==> src/rtl/game_ctrl_pkg.sv <==
// Shared types and default widths for the target/torpedo round controller.
package game_ctrl_pkg;

    typedef enum logic [3:0] {
        IDLE,
        SPAWN,
        AIM,
        LAUNCH,
        FLIGHT,
        HIT,
        MISS,
        WAIT,
        OVER
    } state_t;

    localparam int unsigned LIVES_W = 3;
    localparam int unsigned LEVEL_W = 3;

endpackage

==> src/rtl/game_round_ctrl_if.sv <==
// Sprite, overlap and timer handshake between the round controller and its peripherals.
interface game_round_ctrl_if;

    logic sprite_target_write_xy;
    logic sprite_target_write_dxy;
    logic sprite_torpedo_write_xy;
    logic sprite_torpedo_write_dxy;
    logic sprite_target_enable_update;
    logic sprite_torpedo_enable_update;
    logic sprite_target_within_screen;
    logic sprite_torpedo_within_screen;
    logic collision;
    logic end_of_game_timer_start;
    logic end_of_game_timer_running;

    modport master (
        output sprite_target_write_xy,
        output sprite_target_write_dxy,
        output sprite_torpedo_write_xy,
        output sprite_torpedo_write_dxy,
        output sprite_target_enable_update,
        output sprite_torpedo_enable_update,
        output end_of_game_timer_start,
        input  sprite_target_within_screen,
        input  sprite_torpedo_within_screen,
        input  collision,
        input  end_of_game_timer_running
    );

    modport slave (
        input  sprite_target_write_xy,
        input  sprite_target_write_dxy,
        input  sprite_torpedo_write_xy,
        input  sprite_torpedo_write_dxy,
        input  sprite_target_enable_update,
        input  sprite_torpedo_enable_update,
        input  end_of_game_timer_start,
        output sprite_target_within_screen,
        output sprite_torpedo_within_screen,
        output collision,
        output end_of_game_timer_running
    );

endinterface

==> src/rtl/game_round_stats.sv <==
// Lives, score, level and hit counters; all saturate instead of wrapping.
module game_round_stats
    import game_ctrl_pkg::*;
#(
    parameter int unsigned LIVES_INIT     = 3,
    parameter int unsigned SCORE_W        = 8,
    parameter int unsigned HITS_PER_LEVEL = 4,
    parameter int unsigned MAX_LEVEL      = 7
) (
    input  logic               clk,
    input  logic               rst,
    input  logic               hit,
    input  logic               miss,
    input  logic               new_game,
    output logic [LIVES_W-1:0] lives,
    output logic [SCORE_W-1:0] score,
    output logic [LEVEL_W-1:0] level
);

    localparam int unsigned HIT_CNT_W = $clog2(HITS_PER_LEVEL + 1);
    localparam logic [HIT_CNT_W-1:0] HIT_LAST  = HIT_CNT_W'(HITS_PER_LEVEL - 1);
    localparam logic [LEVEL_W-1:0]   LEVEL_MAX = LEVEL_W'(MAX_LEVEL);
    localparam logic [LIVES_W-1:0]   LIVES_RST = LIVES_W'(LIVES_INIT);
    localparam logic [SCORE_W-1:0]   SCORE_MAX = '1;

    logic [LIVES_W-1:0]   lives_q, lives_d;
    logic [SCORE_W-1:0]   score_q, score_d;
    logic [LEVEL_W-1:0]   level_q, level_d;
    logic [HIT_CNT_W-1:0] hit_cnt_q, hit_cnt_d;

    always_comb begin
        lives_d   = lives_q;
        score_d   = score_q;
        level_d   = level_q;
        hit_cnt_d = hit_cnt_q;
        if (new_game) begin
            lives_d   = LIVES_RST;
            score_d   = '0;
            level_d   = '0;
            hit_cnt_d = '0;
        end else if (hit) begin
            if (score_q != SCORE_MAX) begin
                score_d = score_q + 1'b1;
            end
            // hit_cnt keeps cycling after level saturates so it never overflows
            if (hit_cnt_q == HIT_LAST) begin
                hit_cnt_d = '0;
                if (level_q != LEVEL_MAX) begin
                    level_d = level_q + 1'b1;
                end
            end else begin
                hit_cnt_d = hit_cnt_q + 1'b1;
            end
        end else if (miss) begin
            if (lives_q != '0) begin
                lives_d = lives_q - 1'b1;
            end
        end
    end

    always_ff @(posedge clk or posedge rst) begin
        if (rst) begin
            lives_q   <= LIVES_RST;
            score_q   <= '0;
            level_q   <= '0;
            hit_cnt_q <= '0;
        end else begin
            lives_q   <= lives_d;
            score_q   <= score_d;
            level_q   <= level_d;
            hit_cnt_q <= hit_cnt_d;
        end
    end

    assign lives = lives_q;
    assign score = score_q;
    assign level = level_q;

endmodule

==> src/rtl/game_round_ctrl.sv <==
// Round sequencer: spawns target, launches torpedo, classifies hit/miss, paces rounds.
module game_round_ctrl
    import game_ctrl_pkg::*;
#(
    parameter int unsigned LIVES_INIT     = 3,
    parameter int unsigned SCORE_W        = 8,
    parameter int unsigned HITS_PER_LEVEL = 4,
    parameter int unsigned MAX_LEVEL      = 7,
    parameter int unsigned GUARD_CYCLES   = 4
) (
    input  logic               clk,
    input  logic               rst,
    input  logic               launch_key,
    game_round_ctrl_if.master  bus,
    output logic               game_won,
    output logic               game_over,
    output logic [LIVES_W-1:0] lives,
    output logic [SCORE_W-1:0] score,
    output logic [LEVEL_W-1:0] level
);

    localparam int unsigned GUARD_W = $clog2(GUARD_CYCLES + 1);
    localparam logic [GUARD_W-1:0] GUARD_LOAD = GUARD_W'(GUARD_CYCLES);

    state_t             state_q, state_d;
    logic [GUARD_W-1:0] guard_q, guard_d;
    logic               launch_key_q;
    logic               launch_edge;
    logic               wait_first_q;

    logic tgt_write_xy_q, tgt_write_dxy_q, tgt_enable_q;
    logic trp_write_xy_q, trp_write_dxy_q, trp_enable_q;
    logic timer_start_q;

    assign launch_edge = launch_key & ~launch_key_q;

    always_comb begin
        state_d = state_q;
        guard_d = guard_q;
        unique case (state_q)
            IDLE: begin
                if (launch_edge) state_d = SPAWN;
            end
            SPAWN: begin
                state_d = AIM;
                guard_d = GUARD_LOAD;
            end
            AIM: begin
                // freshly written sprites need a few cycles before their status is trustworthy
                if (guard_q != '0) begin
                    guard_d = guard_q - 1'b1;
                end else if (!bus.sprite_target_within_screen) begin
                    state_d = MISS;
                end else if (launch_edge) begin
                    state_d = LAUNCH;
                end
            end
            LAUNCH: begin
                state_d = FLIGHT;
                guard_d = GUARD_LOAD;
            end
            FLIGHT: begin
                if (guard_q != '0) begin
                    guard_d = guard_q - 1'b1;
                end else if (bus.collision) begin
                    state_d = HIT;
                end else if (!bus.sprite_target_within_screen ||
                             !bus.sprite_torpedo_within_screen) begin
                    state_d = MISS;
                end
            end
            HIT, MISS: begin
                state_d = WAIT;
            end
            WAIT: begin
                // the timer's busy flag lags its start pulse by a cycle
                if (!wait_first_q && !bus.end_of_game_timer_running) begin
                    state_d = (lives == '0) ? OVER : SPAWN;
                end
            end
            OVER: begin
                if (launch_edge) state_d = SPAWN;
            end
            default: begin
                state_d = IDLE;
            end
        endcase
    end

    always_ff @(posedge clk or posedge rst) begin
        if (rst) begin
            state_q         <= IDLE;
            guard_q         <= '0;
            launch_key_q    <= 1'b0;
            wait_first_q    <= 1'b0;
            tgt_write_xy_q  <= 1'b0;
            tgt_write_dxy_q <= 1'b0;
            tgt_enable_q    <= 1'b0;
            trp_write_xy_q  <= 1'b0;
            trp_write_dxy_q <= 1'b0;
            trp_enable_q    <= 1'b0;
            timer_start_q   <= 1'b0;
            game_won        <= 1'b0;
            game_over       <= 1'b0;
        end else begin
            state_q         <= state_d;
            guard_q         <= guard_d;
            launch_key_q    <= launch_key;
            wait_first_q    <= (state_d == WAIT) && (state_q != WAIT);
            tgt_write_xy_q  <= (state_d == SPAWN);
            tgt_write_dxy_q <= (state_d == SPAWN);
            trp_write_xy_q  <= (state_d == SPAWN);
            trp_write_dxy_q <= (state_d == SPAWN) || (state_d == LAUNCH);
            tgt_enable_q    <= (state_d == AIM) || (state_d == LAUNCH) || (state_d == FLIGHT);
            trp_enable_q    <= (state_d == FLIGHT);
            timer_start_q   <= (state_d == HIT) || (state_d == MISS);

            if (state_d == HIT) begin
                game_won <= 1'b1;
            end else if (state_d == MISS) begin
                game_won <= 1'b0;
            end else if (state_q == WAIT && state_d != WAIT) begin
                game_won <= 1'b0;
            end

            if (state_d == OVER) begin
                game_over <= 1'b1;
            end else if (state_q == OVER) begin
                game_over <= 1'b0;
            end
        end
    end

    assign bus.sprite_target_write_xy       = tgt_write_xy_q;
    assign bus.sprite_target_write_dxy      = tgt_write_dxy_q;
    assign bus.sprite_torpedo_write_xy      = trp_write_xy_q;
    assign bus.sprite_torpedo_write_dxy     = trp_write_dxy_q;
    assign bus.sprite_target_enable_update  = tgt_enable_q;
    assign bus.sprite_torpedo_enable_update = trp_enable_q;
    assign bus.end_of_game_timer_start      = timer_start_q;

    game_round_stats #(
        .LIVES_INIT     (LIVES_INIT),
        .SCORE_W        (SCORE_W),
        .HITS_PER_LEVEL (HITS_PER_LEVEL),
        .MAX_LEVEL      (MAX_LEVEL)
    ) u_stats (
        .clk      (clk),
        .rst      (rst),
        .hit      (state_d == HIT),
        .miss     (state_d == MISS),
        .new_game ((state_q == OVER) && launch_edge),
        .lives    (lives),
        .score    (score),
        .level    (level)
    );

endmodule

==> src/flat_wrapper.sv <==
// flat-port wrapper written by rule: the top's interface ports become plain ports
module game_round_ctrl_flat import game_ctrl_pkg::*;
#(
    parameter int unsigned LIVES_INIT     = 3,
    parameter int unsigned SCORE_W        = 8,
    parameter int unsigned HITS_PER_LEVEL = 4,
    parameter int unsigned MAX_LEVEL      = 7,
    parameter int unsigned GUARD_CYCLES   = 4
)
  (clk, rst, launch_key, game_won, game_over, lives, score, level, bus_sprite_target_write_xy, bus_sprite_target_write_dxy, bus_sprite_torpedo_write_xy, bus_sprite_torpedo_write_dxy, bus_sprite_target_enable_update, bus_sprite_torpedo_enable_update, bus_end_of_game_timer_start, bus_sprite_target_within_screen, bus_sprite_torpedo_within_screen, bus_collision, bus_end_of_game_timer_running);
  game_round_ctrl_if bus_i ();
  input  logic clk;
  input  logic rst;
  input  logic launch_key;
  output logic game_won;
  output logic game_over;
  output logic [LIVES_W-1:0] lives;
  output logic [SCORE_W-1:0] score;
  output logic [LEVEL_W-1:0] level;
  output wire logic [$bits(bus_i.sprite_target_write_xy)-1:0] bus_sprite_target_write_xy;
  output wire logic [$bits(bus_i.sprite_target_write_dxy)-1:0] bus_sprite_target_write_dxy;
  output wire logic [$bits(bus_i.sprite_torpedo_write_xy)-1:0] bus_sprite_torpedo_write_xy;
  output wire logic [$bits(bus_i.sprite_torpedo_write_dxy)-1:0] bus_sprite_torpedo_write_dxy;
  output wire logic [$bits(bus_i.sprite_target_enable_update)-1:0] bus_sprite_target_enable_update;
  output wire logic [$bits(bus_i.sprite_torpedo_enable_update)-1:0] bus_sprite_torpedo_enable_update;
  output wire logic [$bits(bus_i.end_of_game_timer_start)-1:0] bus_end_of_game_timer_start;
  input wire logic [$bits(bus_i.sprite_target_within_screen)-1:0] bus_sprite_target_within_screen;
  input wire logic [$bits(bus_i.sprite_torpedo_within_screen)-1:0] bus_sprite_torpedo_within_screen;
  input wire logic [$bits(bus_i.collision)-1:0] bus_collision;
  input wire logic [$bits(bus_i.end_of_game_timer_running)-1:0] bus_end_of_game_timer_running;
  assign bus_sprite_target_write_xy = bus_i.sprite_target_write_xy;
  assign bus_sprite_target_write_dxy = bus_i.sprite_target_write_dxy;
  assign bus_sprite_torpedo_write_xy = bus_i.sprite_torpedo_write_xy;
  assign bus_sprite_torpedo_write_dxy = bus_i.sprite_torpedo_write_dxy;
  assign bus_sprite_target_enable_update = bus_i.sprite_target_enable_update;
  assign bus_sprite_torpedo_enable_update = bus_i.sprite_torpedo_enable_update;
  assign bus_end_of_game_timer_start = bus_i.end_of_game_timer_start;
  assign bus_i.sprite_target_within_screen = bus_sprite_target_within_screen;
  assign bus_i.sprite_torpedo_within_screen = bus_sprite_torpedo_within_screen;
  assign bus_i.collision = bus_collision;
  assign bus_i.end_of_game_timer_running = bus_end_of_game_timer_running;
  game_round_ctrl #(.LIVES_INIT(LIVES_INIT), .SCORE_W(SCORE_W), .HITS_PER_LEVEL(HITS_PER_LEVEL), .MAX_LEVEL(MAX_LEVEL), .GUARD_CYCLES(GUARD_CYCLES)) u_core (.clk(clk), .rst(rst), .launch_key(launch_key), .bus(bus_i), .game_won(game_won), .game_over(game_over), .lives(lives), .score(score), .level(level));
endmodule
==> config.mk <==
export PLATFORM = sky130hd
export DESIGN_NAME = game_round_ctrl_flat
export DESIGN_NICKNAME = d
export VERILOG_FILES = /design/src/rtl/game_ctrl_pkg.sv /design/src/rtl/game_round_ctrl_if.sv /design/src/rtl/game_round_stats.sv /design/src/rtl/game_round_ctrl.sv /design/src/flat_wrapper.sv
export SDC_FILE = /design/constraint.sdc
export NUM_CORES = 1
export LEC_CHECK = 0
export BUFFER_PORTS_ARGS = -buffer_cell sky130_fd_sc_hd__buf_2
export CORE_ASPECT_RATIO = 1.75
export CORE_UTILIZATION = 60
export CTS_CLUSTER_SIZE = 16
export DETAILED_ROUTE_END_ITERATION = 6
export GPL_ROUTABILITY_DRIVEN = 0
export GPL_TIMING_DRIVEN = 0
export PLACE_DENSITY_LB_ADDON = 0.08
export SYNTH_ARGS = -nofsm -noshare
export SYNTH_HDL_FRONTEND = slang
export SYNTH_HIERARCHICAL = 1
export SYNTH_SLANG_ARGS = --single-unit
==> constraint.sdc <==
create_clock -name clk -period 6.8 [get_ports clk]
set_input_delay 0.34 -clock clk [delete_from_list [all_inputs] [get_ports clk]]
set_output_delay 0.34 -clock clk [all_outputs]
set_load 0.05 [all_outputs]
==> implementation parameters, run 1 <==
Parameter                              Value

Clock network
  Setup bufs post-CTS ... 0
  Clock net sink count ... 33
  Hold bufs inserted after CTS ... 0
  Clk buf depth ... 2
  Number of buffers created by CTS ... 5
  CTS Root Cell ... sky130_fd_sc_hd__clkbuf_8
  Clock latency at the later pin of the worst-skew pair ... 0.28 ns
  Clock tree from TritonCTS ... yes
  Clk pin slew, worst setup/hold paths ... 0.07 ns
  Maximum level of the CTS H-tree ... 2
  Number of gates resized after CTS ... 0

Yosys
  Fraction of the yosys area taken by sequential cells ... 0.446
  Number of distinct standard cells referenced by the synthesized netlist ... 52
  Asr flop ratio synth ... 1.00
  Number of warnings printed during yosys synthesis ... 6
  Post-synthesis sequential element count ... 33
  Gate count after technology mapping ... 176
  Nets in the synthesized netlist ... 191
  Post-synth EDFFs ... 0
  Post-synthesis instance area ... between 1500 and 2000 sq um
  Synth Area per Inst ... 10.5 sq um
  Top_reg_cell synth ... sky130_fd_sc_hd__dfrtp_1

Final layout
  N_diodes ... 0
  Total number of nets in the final design ... between 200 and 250
  Relative area change from synthesis to final layout ... 14.1%
  Final non-filler cell total ... 241
  Combined area of the multi-input logic cells ... 913 sq um
  Fraction of layout cells with a size suffix above 1 ... 0.296
  Sequential cell area in the final layout ... between 800 and 900 sq um
  Fillers ... approximately 220

Setup path
  Crit Path Category ... flip-flop to flip-flop
  Worst-path maximum fanout ... 6
  Signal arrival time at the worst endpoint ... 2.81 ns
  Worst Reg2Reg Path Length in Cells ... 10
  Worst Setup EP ... u_core/u_stats/lives[1]
  R2r setup slk ... between 4 and 5 ns
  Worst setup startpoint ... u_core/guard_q[0]
  Critical path required time ... about 7.0 ns
  Reg2Reg Launch Point ... u_core/guard_q[0]
  Critical Path End Type ... flip-flop
  End of the worst register-to-register path ... u_core/u_stats/lives[1]
  CP startpoint kind ... flip-flop

Detailed routing
  Mean routed wirelength per cell ... 15.7 um
  Aggregate routed wire length ... 3790 um
  DRC violations left ... 3
  Total via count in the routed design ... 1,439
  Number of iterations in the first detailed-routing pass ... 7
  Detailed-route vias per instance ... 5.97
  Number of nets still failing antenna checks after routing ... 0
  Starting DRC count in detailed routing ... 58

Timing
  Hold Violations, Final ... 0
  RSZ-0062 raised after global routing ... no
  Achievable clock frequency ... 384 MHz
  Relative slew slack ... 0.569
  Minimum clock period after layout ... 2.61 ns
  Summed negative setup slack over all endpoints ... 0 ns
  Measured slew at the worst slew-check pin ... 0.646 ns
  Number of max-slew violations in the final report ... 0
  Final Setup Violations ... 0
  Fraction of the cycle the final worst path needs ... 0.383
  Least setup slack across all paths after layout ... 4.19 ns
  Fin Clk Skew ... ~0.0066 ns

Global route
  Aggregate global-route resource usage ... 0.248
  Via count of the first global-routing pass ... 1,323
  Maximum number of pins on one net before global-route repair ... 18
  Number of antenna violations at the first check in global routing ... 0
  Wire length of the first global-routing pass ... 5930 um
  Overflow left after global routing ... 0

Die
  Starting density of the core ... 0.634
  Die outline area ... 3330 sq um
  Die height ... 75.6 um
  Chip Width ... between 40 and 50 um
  Row Count ... 26
  Count of pins on the block boundary ... 30
  Area inside the core boundary ... 2930 sq um

Placed design
  Cell Count Post-Placement ... 233
  Count of input and output buffers ... 29
  Detail Placement HPWL ... roughly 2800 um
  Worst slack after detailed placement ... ~4.2 ns

Outcome
  Run status ... finished with violations
  Failing checks ... design-rule violations

Power and ir drop
  Total power divided by cell area ... between 400 and 500 nW/um^2
  Total leakage power ... 1.07 nW
  Worst vdd ir ... 0.232 mV

Min path
  Path class of the lowest-slack min-delay path ... input pin to asynchronous set/reset pin

Flow run
  Max-cap violations ... 0
-- logic make-up after synthesis --
kind of cell | share of synthesized area
flip-flops | 0.446
buffers and inverters | 0.0620
multiplexers | 0.0377
AND/OR/NAND/NOR | 0.255
XOR/XNOR | 0.0142
AO/OA/AOI/OAI | 0.131
adder cells (fa/ha/maj) | 0.0539
-- power by group --
group          switching (mW)  leakage [nW]  internal (mW)
Clock                  0.0662        0.0422         0.0717
Sequential             0.0402         0.416          0.255
Combinational           0.274         0.612          0.152
-- metal layers --
metal / vias to the layer above / wire [um] / track usage
li1: 695 / - / -
met1: 697 / 1440 / 0.246
met2: 39 / 2140 / 0.474
met3: 8 / 127 / 0.0427
met4: 0 / 84 / 0.131
met5: - / 0 / 0
-- state kept, by name, summed over array words and instances (netlist names) --
signal	flops
u_core/u_stats/score	8
u_core/state_q	4
u_core/guard_q	3
u_core/u_stats/hit_cnt_q	3
u_core/u_stats/level	3
u_core/u_stats/lives	3
u_core/bus.end_of_game_timer_start	1
u_core/bus.sprite_target_enable_update	1
u_core/bus.sprite_torpedo_enable_update	1
u_core/bus.sprite_torpedo_write_dxy	1
u_core/bus.sprite_torpedo_write_xy	1
u_core/game_over	1
u_core/game_won	1
u_core/launch_key_q	1
u_core/wait_first_q	1
-- synth_stat cells (4+ instances only) --
| cell type | count | area share |
|---|---|---|
| sky130_fd_sc_hd__a21oi_1 | 5 | 0.013 |
| sky130_fd_sc_hd__inv_1 | 12 | 0.024 |
| sky130_fd_sc_hd__nor3_1 | 7 | 0.019 |
| sky130_fd_sc_hd__nand3_1 | 6 | 0.016 |
| sky130_fd_sc_hd__nor2_1 | 16 | 0.032 |
| sky130_fd_sc_hd__ha_1 | 8 | 0.054 |
| sky130_fd_sc_hd__nand2_1 | 9 | 0.018 |
| sky130_fd_sc_hd__nand2b_1 | 9 | 0.030 |
| sky130_fd_sc_hd__a211oi_1 | 6 | 0.024 |
| sky130_fd_sc_hd__o21ai_0 | 4 | 0.011 |
| sky130_fd_sc_hd__mux2i_1 | 4 | 0.022 |
| sky130_fd_sc_hd__dfrtp_1 | 31 | 0.42 |
-- layout by cell type, fill, tap and decap left out, drive strengths merged, types with 2 or more instances in the layout --
master,count
buf,36
dfrtp,31
nor2,16
inv,13
nand2,9
nand2b,9
clkbuf,9
ha,8
nor3,7
nand3,7
a211oi,6
a21oi,6
o21ai,4
mux2i,4
nor4b,4
and3,4
nand4,3
nor2b,3
xnor2,3
a31oi,3
nor3b,3
a21o,2
mux2,2
dfstp,2
a32o,2
nor4,2
-- worst max-delay path, cell delays in order (launching register included) --
cell and delay (ns):
sky130_fd_sc_hd__dfrtp_1 0.40, sky130_fd_sc_hd__inv_1 0.09, sky130_fd_sc_hd__ha_1 0.17, sky130_fd_sc_hd__and2b_1 0.28
sky130_fd_sc_hd__a211oi_1 0.16, sky130_fd_sc_hd__nor4_4 0.44, sky130_fd_sc_hd__nand3_2 0.19, sky130_fd_sc_hd__inv_1 0.07
sky130_fd_sc_hd__nor3b_2 0.35, sky130_fd_sc_hd__nor2_1 0.10, sky130_fd_sc_hd__a211o_1 0.28
-- worst min-delay path by stage --
stage | from | to | slack (ns) | depth (start not counted)
after global placement | rst | u_core/bus.sprite_target_enable_update | 0.43 | 2
final | rst | u_core/game_over | 0.13 | 2
after CTS | rst | u_core/game_over | 0.14 | 2
after floorplan | rst | u_core/bus.end_of_game_timer_start | 0.25 | 1
after global routing | rst | u_core/bus.sprite_target_enable_update | 0.18 | 2
after detailed placement | rst | u_core/bus.sprite_target_enable_update | 0.45 | 2
-- per-stage QoR --
step / instance area, sq um / power, mW / util / hold WS [ns]
after floorplan: 1860 / 0.637 / - / 0.254
after global placement: 2040 / 0.706 / 0.696 / 0.434
after detailed placement: 2040 / 0.723 / 0.696 / 0.450
after CTS: 2120 / 0.863 / 0.724 / 0.143
after global routing: 2120 / 0.912 / 0.724 / 0.175
final: 2120 / 0.858 / 0.724 / 0.128
-- layout make-up --
cell class | count | area share
multi-input cells | 121 | 0.431
repair buffers | 29 | 0.0685
clock inverters | 1 | 0.00236
flip-flops and latches | 33 | 0.391
well taps | 28 | 0.0165
inverters | 13 | 0.0230
clock buffers | 7 | 0.0360
plain buffers | 9 | 0.0313
(Power assumes the default switching activity.)
==> run 2: changes to the inputs <==
- CORE_UTILIZATION: 60 -> 56
- clock period: 6.8 -> 2.6 ns (I/O delays scaled with it)
==> implementation parameters, run 2 (synthesis results as in run 1) <==
Parameter                              Value

Detailed routing
  Wire length on met2 ... 2150 um (was 2140 um)
  Number of nets still failing antenna checks after routing ... 0 (unchanged)
  Aggregate routed wire length ... 3740 um (was 3790 um)
  Mean routed wirelength per cell ... 14.5 um (was 15.7 um)
  Total length of routed met3 wires ... 114 um (was 127 um)
  Detailed-route vias per instance ... 5.56 (was 5.97)
  Routed metal-1 wire length ... 1410 um (was 1440 um)
  Uppermost layer routed ... met4 (unchanged)
  Starting DRC count in detailed routing ... 20 (was 58)
  Total via count in the routed design ... 1,435 (was 1,439)
  DRC violations left ... 0 (was 3)
  Number of iterations in the first detailed-routing pass ... 4 (was 7)

Global route
  Via count of the first global-routing pass ... 1,491 (was 1,323)
  Overflow left after global routing ... 0 (unchanged)
  Aggregate global-route resource usage ... 0.240 (was 0.248)
  Number of antenna violations at the first check in global routing ... 0 (unchanged)
  Maximum number of pins on one net before global-route repair ... 18 (unchanged)
  Wire length of the first global-routing pass ... 6280 um (was 5930 um)

Flow run
  Max-cap violations ... 0 (unchanged)

Outcome
  Run status ... finished, final reports clean (was finished with violations)

Setup path
  Worst Reg2Reg Path Length in Cells ... 10 (unchanged)
  CP startpoint kind ... flip-flop (unchanged)
  Worst-path maximum fanout ... 6 (unchanged)
  Signal arrival time at the worst endpoint ... 2.57 ns (was 2.81 ns)
  Crit Path Category ... flip-flop to flip-flop (unchanged)
  Reg2Reg Launch Point ... u_core/guard_q[0] (unchanged)
  End of the worst register-to-register path ... u_core/u_stats/lives[1] (unchanged)
  CP top delay family ... simple AND/OR/NAND/NOR gates (unchanged)
  Combined buffer and inverter count along the critical path ... 2 (unchanged)
  Highest-delay cell along the critical path ... sky130_fd_sc_hd__dfrtp_1 (was sky130_fd_sc_hd__nor4_4)
  R2r setup slk ... 0.24 ns (was 4.19 ns)
  Cell chain of the critical path ... inv_1 > ha_1 > and2b_1 > a211oi_1 > nor4_4 > nand3_2 > inv_1 > nor3b_4 > nor2_1 > a211o_1 (was inv_1 > ha_1 > and2b_1 > a211oi_1 > nor4_4 > nand3_2 > inv_1 > nor3b_2 > nor2_1 > a211o_1)
  Crit-path most repeated cell ... sky130_fd_sc_hd__inv_1 (unchanged)
  Slowest cell delay on critical path ... 0.40 ns (was 0.44 ns)
  Critical Path End Type ... flip-flop (unchanged)
  Critical path required time ... 2.81 ns (was 7.00 ns)

Die
  Die height ... 78.2 um (was 75.6 um)
  Die outline area ... 3560 sq um (was 3330 sq um)
  Area inside the core boundary ... 3140 sq um (was 2930 sq um)
  Chip Width ... 45.5 um (was 44.1 um)
  Count of pins on the block boundary ... 30 (unchanged)
  Row Count ... 27 (was 26)
  Starting density of the core ... 0.591 (was 0.634)

Clock network
  Clock net sink count ... 33 (unchanged)
  Number of buffers created by CTS ... 5 (unchanged)
  CTS Root Cell ... sky130_fd_sc_hd__clkbuf_8 (unchanged)
  Clk pin slew, worst setup/hold paths ... 0.07 ns (about the same)
  Clock tree from TritonCTS ... yes (unchanged)
  Clock latency at the later pin of the worst-skew pair ... 0.28 ns (about the same)
  Setup bufs post-CTS ... 0 (unchanged)
  Maximum level of the CTS H-tree ... 2 (unchanged)
  Clk buf depth ... 2 (unchanged)

Timing
  Number of max-slew violations in the final report ... 0 (unchanged)
  Relative slew slack ... 0.563 (was 0.569)
  Final worst hold slack ... 0.273 ns (was 0.128 ns)
  Final Setup Violations ... 0 (unchanged)
  Summed negative setup slack over all endpoints ... 0 ns (unchanged)
  Minimum clock period after layout ... 2.36 ns (was 2.61 ns)
  Fraction of the cycle the final worst path needs ... 0.909 (was 0.383)
  Hold Violations, Final ... 0 (unchanged)
  Fin Clk Skew ... 0.00644 ns (was 0.00661 ns)
  Achievable clock frequency ... 423 MHz (was 384 MHz)
  RSZ-0062 raised after global routing ... no (unchanged)
  Measured slew at the worst slew-check pin ... 0.655 ns (was 0.646 ns)

Final layout
  Combined area of the multi-input logic cells ... 920 sq um (was 913 sq um)
  Total number of nets in the final design ... 229 (was 227)
  Sequential cell area in the final layout ... 828 sq um (unchanged)
  Fraction of layout cells with a size suffix above 1 ... 0.302 (was 0.296)
  N_diodes ... 0 (unchanged)
  Highest-count cells in the layout ignoring fill and taps ... sky130_fd_sc_hd__buf_2, sky130_fd_sc_hd__dfrtp_1, sky130_fd_sc_hd__nor2_1, sky130_fd_sc_hd__inv_1 (unchanged)
  Relative area change from synthesis to final layout ... 18.6% (was 14.1%)
  Max FFs per register ... 8 (unchanged)
  Fillers ... 266 (was 224)

Power and ir drop
  Total power divided by cell area ... 1090 nW/um^2 (was 405 nW/um^2)
  Total leakage power ... 1.09 nW (was 1.07 nW)
  Final total power ... 2.40 mW (was 0.858 mW)
  Worst vdd ir ... 0.797 mV (was 0.232 mV)

Min path
  Path class of the lowest-slack min-delay path ... input pin to flip-flop (was input pin to asynchronous set/reset pin)
  End point of the most critical hold path ... u_core/state_q[0]
  Instance count along the most critical hold path ... 4
  Startpoint of the worst hold path ... bus_collision

Placed design
  Count of input and output buffers ... 29 (unchanged)
  Detail Placement HPWL ... 2880 um (was 2810 um)
==> run 2: changes by cell type in the layout (fill, tap and decap cells not counted), sizes merged <==
| cell | before | now |
|---|---|---|
| clkbuf | 9 | 8 |
| dlygate4sd3 | 0 | 2 |
| clkinvlp | 0 | 1 |
| clkinv | 1 | 0 |
| bufinv | 0 | 1 |
==> run 2: area by class of cell <==
class	count	share of cell area
clock buffer	6	0.0375
buffer	9	0.0301
timing repair buffer	31	0.0750
sequential	33	0.376
inverter	13	0.0222
multi-input combinational	121	0.418
clock inverter	2	0.0170
tap	43	0.0244
==> run 2: metrics by stage <==
step | instances | instance area [sq um] | util | setup slack (ns)
after floorplan | 176 | 1860 | - | 0.430
after global placement | 248 | 2060 | 0.654 | 0.183
after detailed placement | 248 | 2060 | 0.654 | 0.0826
after CTS | 258 | 2200 | 0.699 | 0.0621
after global routing | 258 | 2200 | 0.701 | 0.0516
final | 258 | 2200 | 0.701 | 0.238
==> run 2: worst max-delay path by stage <==
stage	startpoint	to	slack (ns)	cells after the start
6_report	u_core/guard_q[0]	u_core/u_stats/lives[1]	0.24	10
5_1_grt	u_core/guard_q[0]	u_core/u_stats/lives[1]	0.05	10
4_1_cts	u_core/guard_q[0]	u_core/u_stats/lives[1]	0.06	10
3_5_place_dp	u_core/guard_q[0]	u_core/u_stats/lives[1]	0.08	10
3_3_place_gp	u_core/guard_q[0]	u_core/u_stats/lives[1]	0.18	10
2_1_floorplan	u_core/guard_q[0]	u_core/u_stats/lives[1]	0.43	10
==> run 2: timing repair <==
item / 4_1_cts / 5_1_grt
hold buffers: 2 / 0
resized for setup: 0 / 1
setup endpoints to repair: 0 / 3
endpoints found under the hold margin: 32 / 0
==> run 2: tightest hold or removal path: cells and delay by family <==
kind	cells	cell delay, ns
AO/OA/AOI/OAI	2	0.24
buffers and inverters	2	0.15
==> run 2: layer usage <==
metal / up-vias / GRT usage
li1: 695 / -
met1: 701 / 0.229
met5: - / 0
met3: 8 / 0.0552
met2: 31 / 0.444
met4: 0 / 0.109
==> run 2: report_power, final <==
part,switching (mW),total (mW),internal (mW),leakage (nW)
sequential,0.109,0.775,0.665,0.416
combinational,0.718,1.13,0.410,0.619
clock,0.186,0.497,0.311,0.0574
total,1.01,2.40,1.39,1.09
==> run 3: changes to the inputs <==
- BUFFER_PORTS_ARGS: -buffer_cell sky130_fd_sc_hd__buf_2 -> -buffer_cell sky130_fd_sc_hd__buf_4
==> implementation parameters, run 3 (synthesis results as in run 1) <==
Parameter                              Value

Timing
  Minimum clock period after layout ... 2.38 ns (was 2.36 ns)
  Fin Clk Skew ... 0.00924 ns (was 0.00644 ns)
  Number of max-slew violations in the final report ... 0 (unchanged)
  Achievable clock frequency ... 420 MHz (was 423 MHz)
  Fraction of the cycle the final worst path needs ... 0.916 (was 0.909)
  Summed negative setup slack over all endpoints ... 0 ns (unchanged)
  Final Setup Violations ... 0 (unchanged)
  RSZ-0062 raised after global routing ... no (unchanged)
  Hold Violations, Final ... 0 (unchanged)
  Relative slew slack ... 0.572 (was 0.563)
  Measured slew at the worst slew-check pin ... 0.642 ns (was 0.655 ns)
  Final worst hold slack ... 0.256 ns (was 0.273 ns)

Global route
  Met3 track utilization from global routing ... 0.0414 (was 0.0552)
  GRT met1 Usage ... 0.218 (was 0.229)
  Aggregate global-route resource usage ... 0.240 (about the same)
  Overflow left after global routing ... 0 (unchanged)
  Wire length of the first global-routing pass ... 6290 um (was 6280 um)
  Number of antenna violations at the first check in global routing ... 0 (unchanged)
  Via count of the first global-routing pass ... 1,500 (was 1,491)
  Maximum number of pins on one net before global-route repair ... 18 (unchanged)
  Most heavily used metal layer in global routing ... met2 (unchanged)
  Met2 usage ... 0.474 (was 0.444)

Final layout
  Total number of nets in the final design ... 229 (unchanged)
  Fraction of layout cells with a size suffix above 1 ... 0.302 (unchanged)
  Cell area after layout ... 2230 sq um (was 2200 sq um)
  Relative area change from synthesis to final layout ... 20.4% (was 18.6%)
  Highest-count cells in the layout ignoring fill and taps ... sky130_fd_sc_hd__buf_4, sky130_fd_sc_hd__dfrtp_1, sky130_fd_sc_hd__nor2_1, sky130_fd_sc_hd__inv_1 (was sky130_fd_sc_hd__buf_2, sky130_fd_sc_hd__dfrtp_1, sky130_fd_sc_hd__nor2_1, sky130_fd_sc_hd__inv_1)
  Most common cell after layout, fill and taps aside ... sky130_fd_sc_hd__buf_4
  N_diodes ... 0 (unchanged)
  Max FFs per register ... 8 (unchanged)

Power and ir drop
  Total leakage power ... 1.09 nW (about the same)
  Combinational cell fraction of total power ... 0.503 (was 0.470)
  Net switching power ... 1.01 mW (about the same)
  Sequential share of power ... 0.337 (was 0.323)
  Total power divided by cell area ... 1030 nW/um^2 (was 1090 nW/um^2)
  Internal Power ... 1.30 mW (was 1.39 mW)
  Worst vdd ir ... 0.696 mV (was 0.797 mV)
  Fraction of power spent switching nets ... 0.438 (was 0.422)
  Clock network fraction of total power ... 0.160 (was 0.207)

Clock network
  Clk pin slew, worst setup/hold paths ... 0.07 ns (about the same)
  Clock tree from TritonCTS ... yes (unchanged)
  Clk buf depth ... 2 (unchanged)
  Clock net sink count ... 33 (unchanged)
  Maximum level of the CTS H-tree ... 2 (unchanged)
  Number of gates resized after CTS ... 0 (unchanged)
  Number of buffers created by CTS ... 5 (unchanged)
  Clock latency at the later pin of the worst-skew pair ... 0.28 ns (about the same)
  CTS Root Cell ... sky130_fd_sc_hd__clkbuf_8 (unchanged)

Outcome
  Run status ... finished, final reports clean (unchanged)

Die
  Die outline area ... 3560 sq um (unchanged)
  Row Count ... 27 (unchanged)
  Starting density of the core ... 0.591 (unchanged)
  Chip Width ... 45.5 um (unchanged)
  Die height ... 78.2 um (unchanged)
  Count of pins on the block boundary ... 30 (unchanged)
  Area inside the core boundary ... 3140 sq um (unchanged)

Setup path
  CP startpoint kind ... flip-flop (unchanged)
  Worst-path maximum fanout ... 6 (unchanged)
  Crit-path most repeated cell ... sky130_fd_sc_hd__inv_1 (unchanged)
  Signal arrival time at the worst endpoint ... 2.59 ns (was 2.57 ns)
  Crit Path Category ... flip-flop to flip-flop (unchanged)
  Cell chain of the critical path ... inv_1 > ha_1 > and2b_1 > a211oi_1 > nor4_4 > nand3_2 > inv_1 > nor3b_2 > nor2_1 > a211o_1 (was inv_1 > ha_1 > and2b_1 > a211oi_1 > nor4_4 > nand3_2 > inv_1 > nor3b_4 > nor2_1 > a211o_1)
  Critical Path End Type ... flip-flop (unchanged)
  Highest-delay cell along the critical path ... sky130_fd_sc_hd__dfrtp_1 (unchanged)
  Slowest cell delay on critical path ... 0.40 ns (about the same)
  Critical path required time ... 2.81 ns (about the same)
  Worst Reg2Reg Path Length in Cells ... 10 (unchanged)

Flow run
  Max-cap violations ... 0 (unchanged)

Min path
  Instance count along the most critical hold path ... 4 (unchanged)
  Path class of the lowest-slack min-delay path ... input pin to flip-flop (unchanged)

Placed design
  Count of input and output buffers ... 29 (unchanged)
  Standard cell area after detailed placement ... 2130 sq um (was 2060 sq um)
  Detail Placement HPWL ... 2890 um (was 2880 um)

Detailed routing
  DRC violations left ... 0 (unchanged)
  Number of iterations in the first detailed-routing pass ... 4 (unchanged)
  Number of nets still failing antenna checks after routing ... 0 (unchanged)
  Detailed-route vias per instance ... 5.52 (was 5.56)
  Mean routed wirelength per cell ... 14.5 um (about the same)
  Aggregate routed wire length ... 3740 um (about the same)
  Starting DRC count in detailed routing ... 26 (was 20)
  Total via count in the routed design ... 1,424 (was 1,435)
[run 3: changes by cell type in the layout (fill, tap and decap cells not counted), sizes merged]
cell    before  now
clkbuf       8    7
bufinv       1    0
clkinv       0    2
[run 3: through the flow]
stage | utilization | setup slack [ns] | cells | total power, mW
finish | 0.711 | 0.218 | 258 | 2.31
global route | 0.711 | 0.0426 | 258 | 2.45
CTS | 0.711 | 0.0748 | 258 | 2.34
floorplan | - | 0.430 | 176 | 1.67
detailed placement | 0.677 | 0.108 | 248 | 1.96
global placement | 0.677 | 0.190 | 248 | 1.90
[run 3: layout make-up]
cell class | count | area (sq um)
Buffer | 9 | 66.3
Clock buffer | 5 | 68.8
Clock inverter | 3 | 17.5
Fill cell | 260 | 907
Inverter | 13 | 48.8
Multi-Input combinational cell | 121 | 913
Sequential cell | 33 | 828
Tap cell | 43 | 53.8
Timing Repair Buffer | 31 | 238
[run 3: power by group through the flow]
stage	logic, mW	clock network [mW]	registers [mW]
after floorplan	0.658	0	1.01
after global placement	1.13	0	0.778
after detailed placement	1.17	0	0.787
after CTS	1.18	0.385	0.778
after global routing	1.25	0.401	0.797
final	1.16	0.371	0.778
[run 3: final timing paths]
path                                         from                                       to  slack, ns
worst min register to register  u_core/guard_q[0]                        u_core/guard_q[0]       0.51
worst max register to register  u_core/guard_q[0]                  u_core/u_stats/lives[1]       0.22
min in group asynchronous                     rst  u_core/bus.sprite_torpedo_enable_update       0.48
worst max-delay path            u_core/guard_q[0]                  u_core/u_stats/lives[1]       0.22
max in group asynchronous                     rst              u_core/u_stats/hit_cnt_q[0]       1.68
worst min-delay path                bus_collision                        u_core/state_q[0]       0.26
[run 3: worst max-delay path: cells and delay by family (launching register included)]
family,cells,cell delay [ns]
adders and majority gates,1,0.17
buffers and inverters,2,0.15
DFF,1,0.40
AOI/OAI and AO/OA,2,0.42
and+or+nand+nor,5,1.16
[run 3: metal layers]
layer / up-vias / share of wire
met5: - / 0
met4: 0 / 0.016
met3: 6 / 0.026
met2: 24 / 0.58
met1: 695 / 0.38
li1: 699 / -
[run 3: timing repair]
item | CTS | global route
endpoints found under the hold margin | 32 | 0
setup buffers | 0 | 0
hold buffers | 2 | 0
setup endpoints to repair | 0 | 2
